## config.mk

```make
export PLATFORM = sky130hd
export DESIGN_NAME = leddot_scan_ctrl
export DESIGN_NICKNAME = d
export VERILOG_FILES = /design/src/rtl/leddot_pkg.sv /design/src/rtl/leddot_framebuf.sv /design/src/rtl/leddot_scan_ctrl.sv
export SDC_FILE = /design/constraint.sdc
export NUM_CORES = 1
export LEC_CHECK = 0
export ABC_AREA = 1
export CORE_MARGIN = 4
export CORE_UTILIZATION = 40
export DETAILED_ROUTE_END_ITERATION = 7
export MAX_ROUTING_LAYER = met4
export SYNTH_ARGS = -nofsm -noshare
export SYNTH_HDL_FRONTEND = slang
export SYNTH_HIERARCHICAL = 1
export SYNTH_SLANG_ARGS = --single-unit
```

## constraint.sdc

```tcl
create_clock -name clk -period 2.4 [get_ports clk]
set_input_delay 0.72 -clock clk [delete_from_list [all_inputs] [get_ports clk]]
set_output_delay 0.72 -clock clk [all_outputs]
set_load 0.01 [all_outputs]
```

## src/rtl/leddot_pkg.sv

```systemverilog
// Shared constants and types for the 8x8 LED dot-matrix scan controller.
package leddot_pkg;

  localparam logic [15:0] LEDDOT_ROW_BASE  = 16'hf010;
  localparam logic [15:0] LEDDOT_CTRL_ADDR = 16'hf030;

  localparam int CTRL_COMMIT_BIT = 0;
  localparam int CTRL_EN_BIT     = 1;
  localparam int CTRL_DUTY_LSB   = 2;
  localparam int CTRL_DUTY_MSB   = 5;

  localparam logic [1:0] ST_OFF   = 2'd0;
  localparam logic [1:0] ST_BLANK = 2'd1;
  localparam logic [1:0] ST_DRIVE = 2'd2;

  typedef logic [7:0] row_t;
  typedef row_t [7:0] frame_t;

endpackage

```

## src/rtl/leddot_framebuf.sv

```systemverilog
// Double-buffered frame store: CPU writes land in back, front is refreshed
// from back only at a frame wrap while a commit is pending.
module leddot_framebuf
  import leddot_pkg::*;
(
  input  logic        clk,
  input  logic        resetn,
  input  logic        i_conf_wr,
  input  logic [15:0] i_conf_addr,
  input  logic [7:0]  i_wdata,
  input  logic        i_wrap,
  output logic        o_ctrl_wr,
  output logic [63:0] o_front,
  output logic        o_swap_pending
);

  logic [15:0] w_row_off;
  logic        w_row_wr;
  logic [2:0]  w_row_idx;
  logic        w_ctrl_wr;
  logic        w_swap;

  frame_t r_front;
  frame_t r_back;
  logic   r_pending;

  assign w_row_off = i_conf_addr - LEDDOT_ROW_BASE;
  assign w_row_wr  = i_conf_wr && (w_row_off[1:0] == 2'b00) && (w_row_off < 16'd32);
  assign w_row_idx = w_row_off[4:2];
  assign w_ctrl_wr = i_conf_wr && (i_conf_addr == LEDDOT_CTRL_ADDR);
  assign w_swap    = i_wrap && r_pending;

  // Swap copies the pre-edge back contents, so a row write in the same
  // cycle only reaches back; clearing pending beats a coincident commit.
  always_ff @(posedge clk or negedge resetn) begin
    if (!resetn) begin
      r_front   <= '0;
      r_back    <= '0;
      r_pending <= 1'b0;
    end else begin
      if (w_row_wr) begin
        r_back[w_row_idx] <= i_wdata;
      end
      if (w_swap) begin
        r_front   <= r_back;
        r_pending <= 1'b0;
      end else if (w_ctrl_wr && i_wdata[CTRL_COMMIT_BIT]) begin
        r_pending <= 1'b1;
      end
    end
  end

  assign o_ctrl_wr      = w_ctrl_wr;
  assign o_front        = r_front;
  assign o_swap_pending = r_pending;

endmodule

```

## src/rtl/leddot_scan_ctrl.sv

```systemverilog
// Row-multiplexed scan of the 8x8 LED matrix with a blanking gap per row slot.
// Optional macro LEDDOT_DIM_EN adds a CTRL[5:2] duty control for dimming.
module leddot_scan_ctrl
  import leddot_pkg::*;
#(
  parameter int CLK_DIV   = 5000,
  parameter int BLANK_CYC = 16
) (
  input  logic        clk,
  input  logic        resetn,
  input  logic        conf_wr,
  input  logic [31:0] conf_addr,
  input  logic [31:0] cpu_data_wdata,
  output logic [7:0]  led_dotr,
  output logic [7:0]  led_dotc,
  output logic        frame_sync,
  output logic        swap_pending,
  output logic [1:0]  o_dbg_state
);

  localparam int CW        = $clog2(CLK_DIV);
  localparam int DW        = CW + 5;
  localparam int DRIVE_CYC = CLK_DIV - BLANK_CYC;

  localparam logic [CW-1:0] LP_BLANK      = CW'(BLANK_CYC);
  localparam logic [CW-1:0] LP_BLANK_LAST = CW'(BLANK_CYC - 1);
  localparam logic [CW-1:0] LP_SLOT_LAST  = CW'(CLK_DIV - 1);

  logic [1:0]    r_state;
  logic [2:0]    r_row_idx;
  logic [CW-1:0] r_cnt;
  logic          r_enable;
  logic [7:0]    r_dotr;
  logic [7:0]    r_dotc;
  logic          r_frame_sync;

  logic          w_ctrl_wr;
  logic          w_en_next;
  logic          w_wrap;
  logic          w_lit;
  logic [63:0]   w_front;
  logic [7:0]    w_front_row;
  logic          w_unused;

  leddot_framebuf u_framebuf (
    .clk            (clk),
    .resetn         (resetn),
    .i_conf_wr      (conf_wr),
    .i_conf_addr    (conf_addr[15:0]),
    .i_wdata        (cpu_data_wdata[7:0]),
    .i_wrap         (w_wrap),
    .o_ctrl_wr      (w_ctrl_wr),
    .o_front        (w_front),
    .o_swap_pending (swap_pending)
  );

  // A disabling CTRL write acts in the same edge it is sampled, so the
  // outputs blank on the very next cycle and any coincident wrap is dropped.
  assign w_en_next   = w_ctrl_wr ? cpu_data_wdata[CTRL_EN_BIT] : r_enable;
  assign w_wrap      = w_en_next && (r_state == ST_DRIVE) &&
                       (r_cnt == LP_SLOT_LAST) && (r_row_idx == 3'd7);
  assign w_front_row = w_front[{r_row_idx, 3'b000} +: 8];

`ifdef LEDDOT_DIM_EN
  logic [3:0]    r_duty;
  logic [DW-1:0] w_lit_prod;
  logic [DW-1:0] w_lit_len;
  logic [CW-1:0] w_drive_cnt;

  assign w_lit_prod  = (DW'({1'b0, r_duty}) + DW'(1)) * DW'(DRIVE_CYC);
  assign w_lit_len   = w_lit_prod >> 4;
  assign w_drive_cnt = r_cnt - LP_BLANK;
  assign w_lit       = ({5'b00000, w_drive_cnt} < w_lit_len);

  always_ff @(posedge clk or negedge resetn) begin
    if (!resetn) begin
      r_duty <= 4'hF;
    end else if (w_ctrl_wr) begin
      r_duty <= cpu_data_wdata[CTRL_DUTY_MSB:CTRL_DUTY_LSB];
    end
  end
`else
  assign w_lit = 1'b1;
`endif

  always_ff @(posedge clk or negedge resetn) begin
    if (!resetn) begin
      r_state      <= ST_OFF;
      r_row_idx    <= 3'd0;
      r_cnt        <= '0;
      r_enable     <= 1'b0;
      r_dotr       <= 8'h00;
      r_dotc       <= 8'hFF;
      r_frame_sync <= 1'b0;
    end else begin
      if (w_ctrl_wr) begin
        r_enable <= cpu_data_wdata[CTRL_EN_BIT];
      end
      r_frame_sync <= w_wrap;

      if (!w_en_next) begin
        r_state   <= ST_OFF;
        r_row_idx <= 3'd0;
        r_cnt     <= '0;
      end else begin
        case (r_state)
          ST_OFF: begin
            r_state   <= ST_BLANK;
            r_row_idx <= 3'd0;
            r_cnt     <= '0;
          end
          ST_BLANK: begin
            r_cnt <= r_cnt + 1'b1;
            if (r_cnt == LP_BLANK_LAST) begin
              r_state <= ST_DRIVE;
            end
          end
          ST_DRIVE: begin
            if (r_cnt == LP_SLOT_LAST) begin
              r_cnt     <= '0;
              r_row_idx <= r_row_idx + 3'd1;
              r_state   <= ST_BLANK;
            end else begin
              r_cnt <= r_cnt + 1'b1;
            end
          end
          default: begin
            r_state   <= ST_OFF;
            r_row_idx <= 3'd0;
            r_cnt     <= '0;
          end
        endcase
      end

      if (w_en_next && (r_state == ST_DRIVE) && w_lit) begin
        r_dotr <= 8'b1 << r_row_idx;
        r_dotc <= ~w_front_row;
      end else begin
        r_dotr <= 8'h00;
        r_dotc <= 8'hFF;
      end
    end
  end

  assign led_dotr    = r_dotr;
  assign led_dotc    = r_dotc;
  assign frame_sync  = r_frame_sync;
  assign o_dbg_state = r_state;
  assign w_unused    = ^{conf_addr[31:16], cpu_data_wdata[31:8]};

endmodule

```

* Word-level counts from Yosys, hierarchy flattened
Cells that the tools add are included.
Storage, ports and cells: register bits 165, output and inout port bits 20
Operators by class: order comparisons 3, shifts and indexed selects 2, equality and inequality tests 9, reductions and logical operators 14, bitwise gates (word level) 1, muxes and demuxes 18, add/sub/neg operators 3
Operators by type and width (count):
- 64-bit bitwise mux | 1
- 64-bit by 7-bit indexed part select with 8-bit output | 1
- 13-bit two-way mux | 2
- 13-bit case mux with 2 select lines | 1
- 8-bit demux with 3-bit select | 1
- 8-bit two-way mux | 3
- 16-bit equality test, second input constant | 1
- 16-bit by 6-bit less-than comparator with 1-bit output, second input constant | 1
- 16-bit subtractor, second input constant | 1
- 13-bit by 1-bit adder with 13-bit output, second input constant | 1
- 13-bit equality test, second input constant | 1
- 13-bit by 4-bit equality test with 1-bit output, second input constant | 1
- 1-bit logical AND | 9
- 8-bit NOT | 1
- 1-bit by 3-bit << shifter with 8-bit output, first input constant | 1
- 2-bit two-way mux | 3
- 3-bit two-way mux | 2
- 2-bit case mux with 3 select lines | 1
- 3-bit case mux with 2 select lines | 1
- 2-bit zero test | 2
- 3-bit by 4-bit less-than comparator with 1-bit output, second input constant | 1
- 2-bit AND reduction | 2
- 3-bit by 1-bit adder with 3-bit output, second input constant | 1
- 3-bit equality test, second input constant | 1
- other kinds (8) | 10

* Depth between registers and ports, before layout
Gate-level depths: netlist of the first run.
depth after elaboration 8, depth in mapped cells 15, mapped depth without buffers 13

* Modules after synthesis
Netlist of the first run, hierarchy kept.
By module, submodules not included:
- leddot_framebuf | cells each 616, instances 1, area an instance 5456.5 um^2
- leddot_scan_ctrl | cells each 311, instances 1, area an instance 2311.0 um^2

* Worst setup path before layout of the first run
Ideal clock, no wire load.
path kind in2reg, start input conf_addr[3], end register u_framebuf.r_front, in the netlist u_framebuf/o_front[0], path slack -0.228 ns, buffers on the path 3, data arrival time 2.562 ns, stages 14, cell sequence buf_2 > inv_2 > nand4_1 > and3b_1 > o21ai_2 > nor2_2 > inv_2 > nor3_1 > nand2_1 > inv_1 > clkbuf_1 > clkbuf_1 > nand2_1 > nand2_1
On the way: word-level cells in the longest chain between the ends 7
RTL lines:
- start: declaration | line leddot_scan_ctrl.sv:12 | input logic [31:0] conf_addr,
- 16-bit equality test | line leddot_framebuf.sv:30 | assign w_ctrl_wr = i_conf_wr && (i_conf_addr == LEDDOT_CTRL_ADDR);
- 1-bit logical AND | line leddot_framebuf.sv:30
- via w_ctrl_wr | line leddot_scan_ctrl.sv:37 | logic w_ctrl_wr;
- 1-bit two-way mux
- 1-bit logical AND (2 in a row) | line leddot_scan_ctrl.sv:60 | assign w_wrap = w_en_next && (r_state == ST_DRIVE) &&
- 1-bit logical AND | line leddot_scan_ctrl.sv:61 | (r_cnt == LP_SLOT_LAST) && (r_row_idx == 3'd7);
- via w_wrap | line leddot_scan_ctrl.sv:39 | logic w_wrap;
- 1-bit logical AND | line leddot_framebuf.sv:31 | assign w_swap = i_wrap && r_pending;
- end signal: assignment | line leddot_framebuf.sv:45 | r_front <= r_back;
- end: declaration | line leddot_framebuf.sv:23 | frame_t r_front;
The timed path passes the listed nets, and every way through them passes these cells. A chain may end at the register's enable or synchronous reset.

* Worst setup path after layout of the first run
start input conf_addr[6], end register u_framebuf.r_front, in the netlist u_framebuf/o_front[17]
The elaborated chain is that of the path after synthesis.

==> results of run 1 <==
## power breakdown
group	total, W	switching [W]	internal [W]
logic	0.000249	0.000159	0.0000897
clock network	0.00270	0.00123	0.00148
registers	0.00278	0.000000460	0.00278
## final cells by class
cell class	count	share of cell area
clock inverters	15	0.0159
clock buffers	17	0.0429
flip-flops and latches	165	0.417
repair buffers	136	0.146
inverters	52	0.0204
well taps	260	0.0328
multi-input cells	660	0.325
## cells in the final DEF, fill, tap and decap left out, drive strengths merged
cell and instances:
a21oi 2, o22ai 16, nand3 32, dlygate4sd2 14
nor3 14, o21ai 35, dfrtp 157, inv 61
clkdlybuf4s15 3, clkinvlp 1, clkinv 4, xor2 4
bufinv 1, nand3b 1, and3b 1, buf 87
ha 13, xnor2 1, nand2 392, dfstp 8
clkdlybuf4s50 28, nor2 79, nand4 70, clkbuf 21
## flip-flops by register name (all words and copies together), names as in the netlist
name / count
r_enable: 1
led_dotc: 8
led_dotr: 8
frame_sync: 1
o_dbg_state: 2
u_framebuf/o_swap_pending: 1
u_framebuf/o_front: 64
r_row_idx: 3
u_framebuf/r_back: 64
r_cnt: 13
## what timing repair did
action | 4_1_cts | 5_1_grt
setup endpoints to repair | 65 | 140
setup buffers | 24 | 0
gates cloned | 6 | 3
pin swaps | 14 | 16
resized for setup | 59 | 27
## per-layer routing
layer,up-vias,wire [µm],track usage
met5,-,0,-
li1,3199,-,-
met1,3075,9750,0.282
met3,14,1050,0.0389
met2,173,8920,0.273
met4,0,182,0.0494
## kinds of logic after synthesis
family,share of synthesized area
xor gates and xnor gates,0.00564
AOI/OAI and AO/OA,0.0372
DFF,0.533
buffers and inverters,0.0689
and+or+nand+nor,0.334
adders and majority gates,0.0209
## through the flow
step	hold WS (ps)	power, W
global placement	451	0.00308
detailed placement	451	0.00309
floorplan	424	0.00292
global route	242	0.00595
CTS	230	0.00579
finish	223	0.00573
## critical path: stages
cell and delay [ps]:
dlygate4sd2_1 240, inv_1 70, nand2_1 70, nor3_1 170
and3b_2 300, o21ai_2 90, nor2_2 120, inv_2 60
nor3_2 110, buf_4 170, nand2_8 80, inv_8 90
buf_12 130, buf_12 130, nand2_1 70, nand2_1 60
## worst min-delay path by stage
stage	depth (start not counted)	slack [ps]	end
global route	1	240	r_cnt[11]
CTS	1	230	r_cnt[11]
finish	1	220	r_cnt[11]
global placement	2	450	u_framebuf/o_front[48]
detailed placement	2	450	u_framebuf/o_front[21]
floorplan	0	420	frame_sync
## synthesized netlist by cell type
cell      instances  area [µm²]
buf_1             1        3.75
nor3_1            5        25.0
a21oi_1           2        10.0
buf_6             1        11.3
o21ai_0          33         165
buf_2            15        75.1
dfstp_2           8         210
buf_12            1        20.0
nand3b_1          1        7.51
o21ai_2           1        8.76
nand3_2           2        20.0
nand2_4           2        22.5
nand3_1          30         150
clkbuf_1         16        60.1
buf_4             8        60.1
nor2_1           60         225
nor3_2            9        90.1
inv_1            42         158
ha_1             13         163
o21ai_1           1        5.00
clkbuf_2          1        5.00
buf_8             7         105
o22ai_1          16         100
nand2_2           3        18.8
inv_2            10        37.5
nor2_2           15        93.8
and3b_1           1        8.76
dfrtp_1         157        3930
nand4_1          70         438
xnor2_1           1        8.76
xor2_1            4        35.0
nand2_1         387        1450
nor2_4            4        45.0
==> results.md, run 1 <==
- Yosys reg bits: 165
- Detailed Route Iter0 Violations: 545
- Worst Path Required: 2770 ps
- Post-DP HPWL: 12.8 mm
- IO Count: 87
- Unique masters post-synth: 33
- Tightest Pin Transition: 490 ps
- Fin cells: 1305
- DP Worst Slack: -568 ps
- Clk_lat worst skew: 430 ps
- Post-route minimum period: 2310 ps
- Num Clock Sinks: 165
- Layout area overhead: 27.7%
- Global-route wire length before repair: 32.3 mm
- CTS tree: yes
- WP data arrival: 2670 ps
- GRT Overall Usage: 0.192
- Total die area: 21700 µm²
- FMAX: 433 MHz
- Slew Limit Fails: 0
- Worst-path fanout max: 8
- Die H: 147 µm
- CTS Buf Count: 17
- Layout cells sized above 1: 0.206
- Setup tns final: 0 ps
- Pwr per Cell Area: 578 nW/µm²
- YS warnings: 6
- GR Overflow Total: 0
- Cts hold-fix bufs: 0
- DP Area: 8800 µm²
- DRT antenna net count: 0
- Antenna Cells: 0
- Worst reg-to-reg setup slack: 440 ps
- Starting density of the core: 0.411
- Mapped Cells: 927
- Final-stage net count: 1112
- Vias in the first global route: 6028
- Slew HR: 0.673
- Final clock skew: 13.3 ps
- CP Launch Type: primary input
- Syn Nets: 1007
- Antenna violations before repair: 0
- Placed instance count: 1248
- Pleak: 5.14 nW
- Total length of routed wires: 19.9 mm
- Final GP Congestion: 0.810
- DRC: 0
- VDD IR-drop max: 0.424 mV
- CP Capture Point: u_framebuf/o_front[17]
- CP Class: primary input to flip-flop
- DR WL/cell: 15.3 µm
- Status: complete, no violations
- Reg2reg path depth: 12
- CTS H-tree lvls: 4
- Setup violations, final: 0
- # rows: 50
- CP Capture Type: flip-flop
- Max-cap violations: 0
- Critical Path Start: conf_addr[6]
- Fillers: 1794
- Hold Path Class: primary input to async pin
- Cell area after synthesis: 7770 µm²
- Core area: 18900 µm²
- Vias per cell: 4.95
- Routed via count: 6461
- Final setup margin: 93.1 ps
- Die X-Extent: 147 µm
- Syn_area_per_cell: 8.38 µm²
- CTS clk-pin slew, worst paths: 70 ps
- Post-route design area: 9920 µm²
- I/O Buffers: 46
- Crit share post-route: 0.961
- Reg2reg start: r_cnt[0]
- Register area share after synthesis: 0.533
- Clock buffer depth: 2
- Final Hold Fails: 0
- Largest net degree at the start of global routing: 47
- CTS Root Cell: clkbuf_16
- Util after Layout: 0.525
- DR pass1 iterations: 5
- Sequential cell area: 4140 µm²
- FF-to-FF End: u_framebuf/o_front[17]
- Footprint of the multi-input gates: 3230 µm²
(Power assumes the default switching activity.)
==> run 2: changes to the inputs <==
Settings changed: SETUP_SLACK_MARGIN set to 0.1, SLEW_MARGIN set to 20.
==> results.md, run 2 (synthesized netlist as in run 1, its figures left out) <==
- Vias in the first global route: 6301
- DR pass1 iterations: 4
- Post-route design area: 10100 µm²
- Largest net degree at the start of global routing: 51
- Vias per cell: 4.99
- CTS Buf Count: 17
- CTS Root Cell: clkbuf_16
- Tightest Pin Transition: 569 ps
- DR WL/cell: 16.0 µm
- Die X-Extent: 147 µm
- VDD IR-drop max: 0.321 mV
- Fin cells: 1312
- Num Clock Sinks: 165
- Crit share post-route: 0.951
- # rows: 50
- Reg2reg start: r_cnt[0]
- Slew Limit Fails: 0
- Total die area: 21700 µm²
- Starting density of the core: 0.411
- Status: complete, no violations
- CTS H-tree lvls: 4
- Hold Path Class: primary input to async pin
- Detailed Route Iter0 Violations: 456
- Clk_lat worst skew: 430 ps
- DP Area: 8790 µm²
- Global-route wire length before repair: 33.5 mm
- Total length of routed wires: 21.0 mm
- Slew HR: 0.619
- WL met1: 10.2 mm
- Cts hold-fix bufs: 0
- Final GP Congestion: 0.798
- CTS clk-pin slew, worst paths: 70 ps
- Met3 wire length: 1.02 mm
- Max-cap violations: 0
- Layout cells sized above 1: 0.241
- Setup violations, final: 0
- Metal2 WL: 9.57 mm
- Routed via count: 6543
- Most frequent cells in the layout: nand2_1, dfrtp_1, nand4_1
- CP Class: primary input to flip-flop
- Top Layer Used: met4
- Critical Path Start: conf_addr[2]
- CP Launch Type: primary input
- Pwr per Cell Area: 563 nW/µm²
- FMAX: 438 MHz
- DRC: 0
- WP data arrival: 2600 ps
- Final-stage net count: 1119
- Antenna Cells: 0
- Clock buffer depth: 2
- Die H: 147 µm
- Pleak: 5.18 nW
- Antenna violations before repair: 0
- IO Count: 87
- Post-route minimum period: 2280 ps
- Post-DP HPWL: 12.9 mm
- Most common cell after layout, fill and taps aside: nand2_1
- DRT antenna net count: 0
- Power Total: 0.00567 W
- GRT Overall Usage: 0.201
- Placed instance count: 1248
- Final clock skew: 9.09 ps
- CP Capture Type: flip-flop
- Core area: 18900 µm²
- Layout area overhead: 29.6%
- Worst-path fanout max: 4
- Worst Path Required: 2720 ps
- CTS tree: yes
- Final Hold Fails: 0
- RSZ-0062 raised after global routing: true
- I/O Buffers: 46
- GR Overflow Total: 0
[run 2: cell count changes in the layout (fill, tap and decap cells not counted), sizes merged]
cell	before	now
inv	61	56
clkinvlp	1	5
dlygate4sd2	14	0
buf	87	97
clkbuf	21	30
bufbuf	0	3
[run 2: routing by layer]
metal,up-vias,global-route usage
met1,3130,0.284
li1,3224,-
met5,-,-
met3,25,0.0287
met4,0,0.0550
met2,164,0.306
[run 2: timing repair]
action                     in CTS  in global routing
buffers inserted               18                  7
pin swaps                       9                 22
resized for setup              55                 97
setup endpoints to repair     129                140
gates cloned                    7                  3
[run 2: report_power, final]
part	switching [W]	internal [W]	total, W
combinational	0.000170	0.0000943	0.000264
clock	0.00116	0.00146	0.00262
sequential	0.000000353	0.00278	0.00278
total	0.00133	0.00434	0.00567
[run 2: layout make-up]
type                       instances  area, µm²
multi-input combinational        660       3320
clock inverter                    14        126
tap                              260        325
clock buffer                      18        439
fill                            1782       8830
timing repair buffer             143       1510
inverter                          52        203
sequential                       165       4140
[run 2: worst max-delay path, cell delays in order]
cell and delay (ps):
clkdlybuf4s15_1 200, nor3_2 180, and3b_2 330, o21ai_4 100
nor2_4 100, inv_2 50, nor3_4 220, nand2_2 130
buf_6 170, buf_6 130, clkbuf_16 160, nand2_2 60
nand2_1 50
[run 2: worst paths after layout]
kind | cells past startpoint | end | slack [ps]
worst max register to register | 11 | u_framebuf/o_front[4] | 330
worst min register to register | 2 | u_framebuf/o_front[26] | 470
worst min-delay path | 1 | r_cnt[10] | 240
worst max-delay path | 13 | u_framebuf/o_front[4] | 120
min in group clk | 2 | u_framebuf/o_front[26] | 470
max in group asynchronous | 2 | led_dotc[3] | 1480
[run 2: per-stage QoR]
step	util	hold slack (ps)	setup WS (ps)	setup TNS [ps]
final	0.533	238	116	0
after global routing	0.533	277	58.7	0
after CTS	0.517	264	69.3	0
after detailed placement	0.465	454	-579	-69860
after global placement	0.465	450	-545	-66030
after floorplan	-	424	89.6	0
==> run 3: changes to the inputs <==
Settings changed: SLEW_MARGIN 20 to 10.
==> results of run 3 <==
Same layout as run 2: the final DEF is identical, and so are final timing and power.
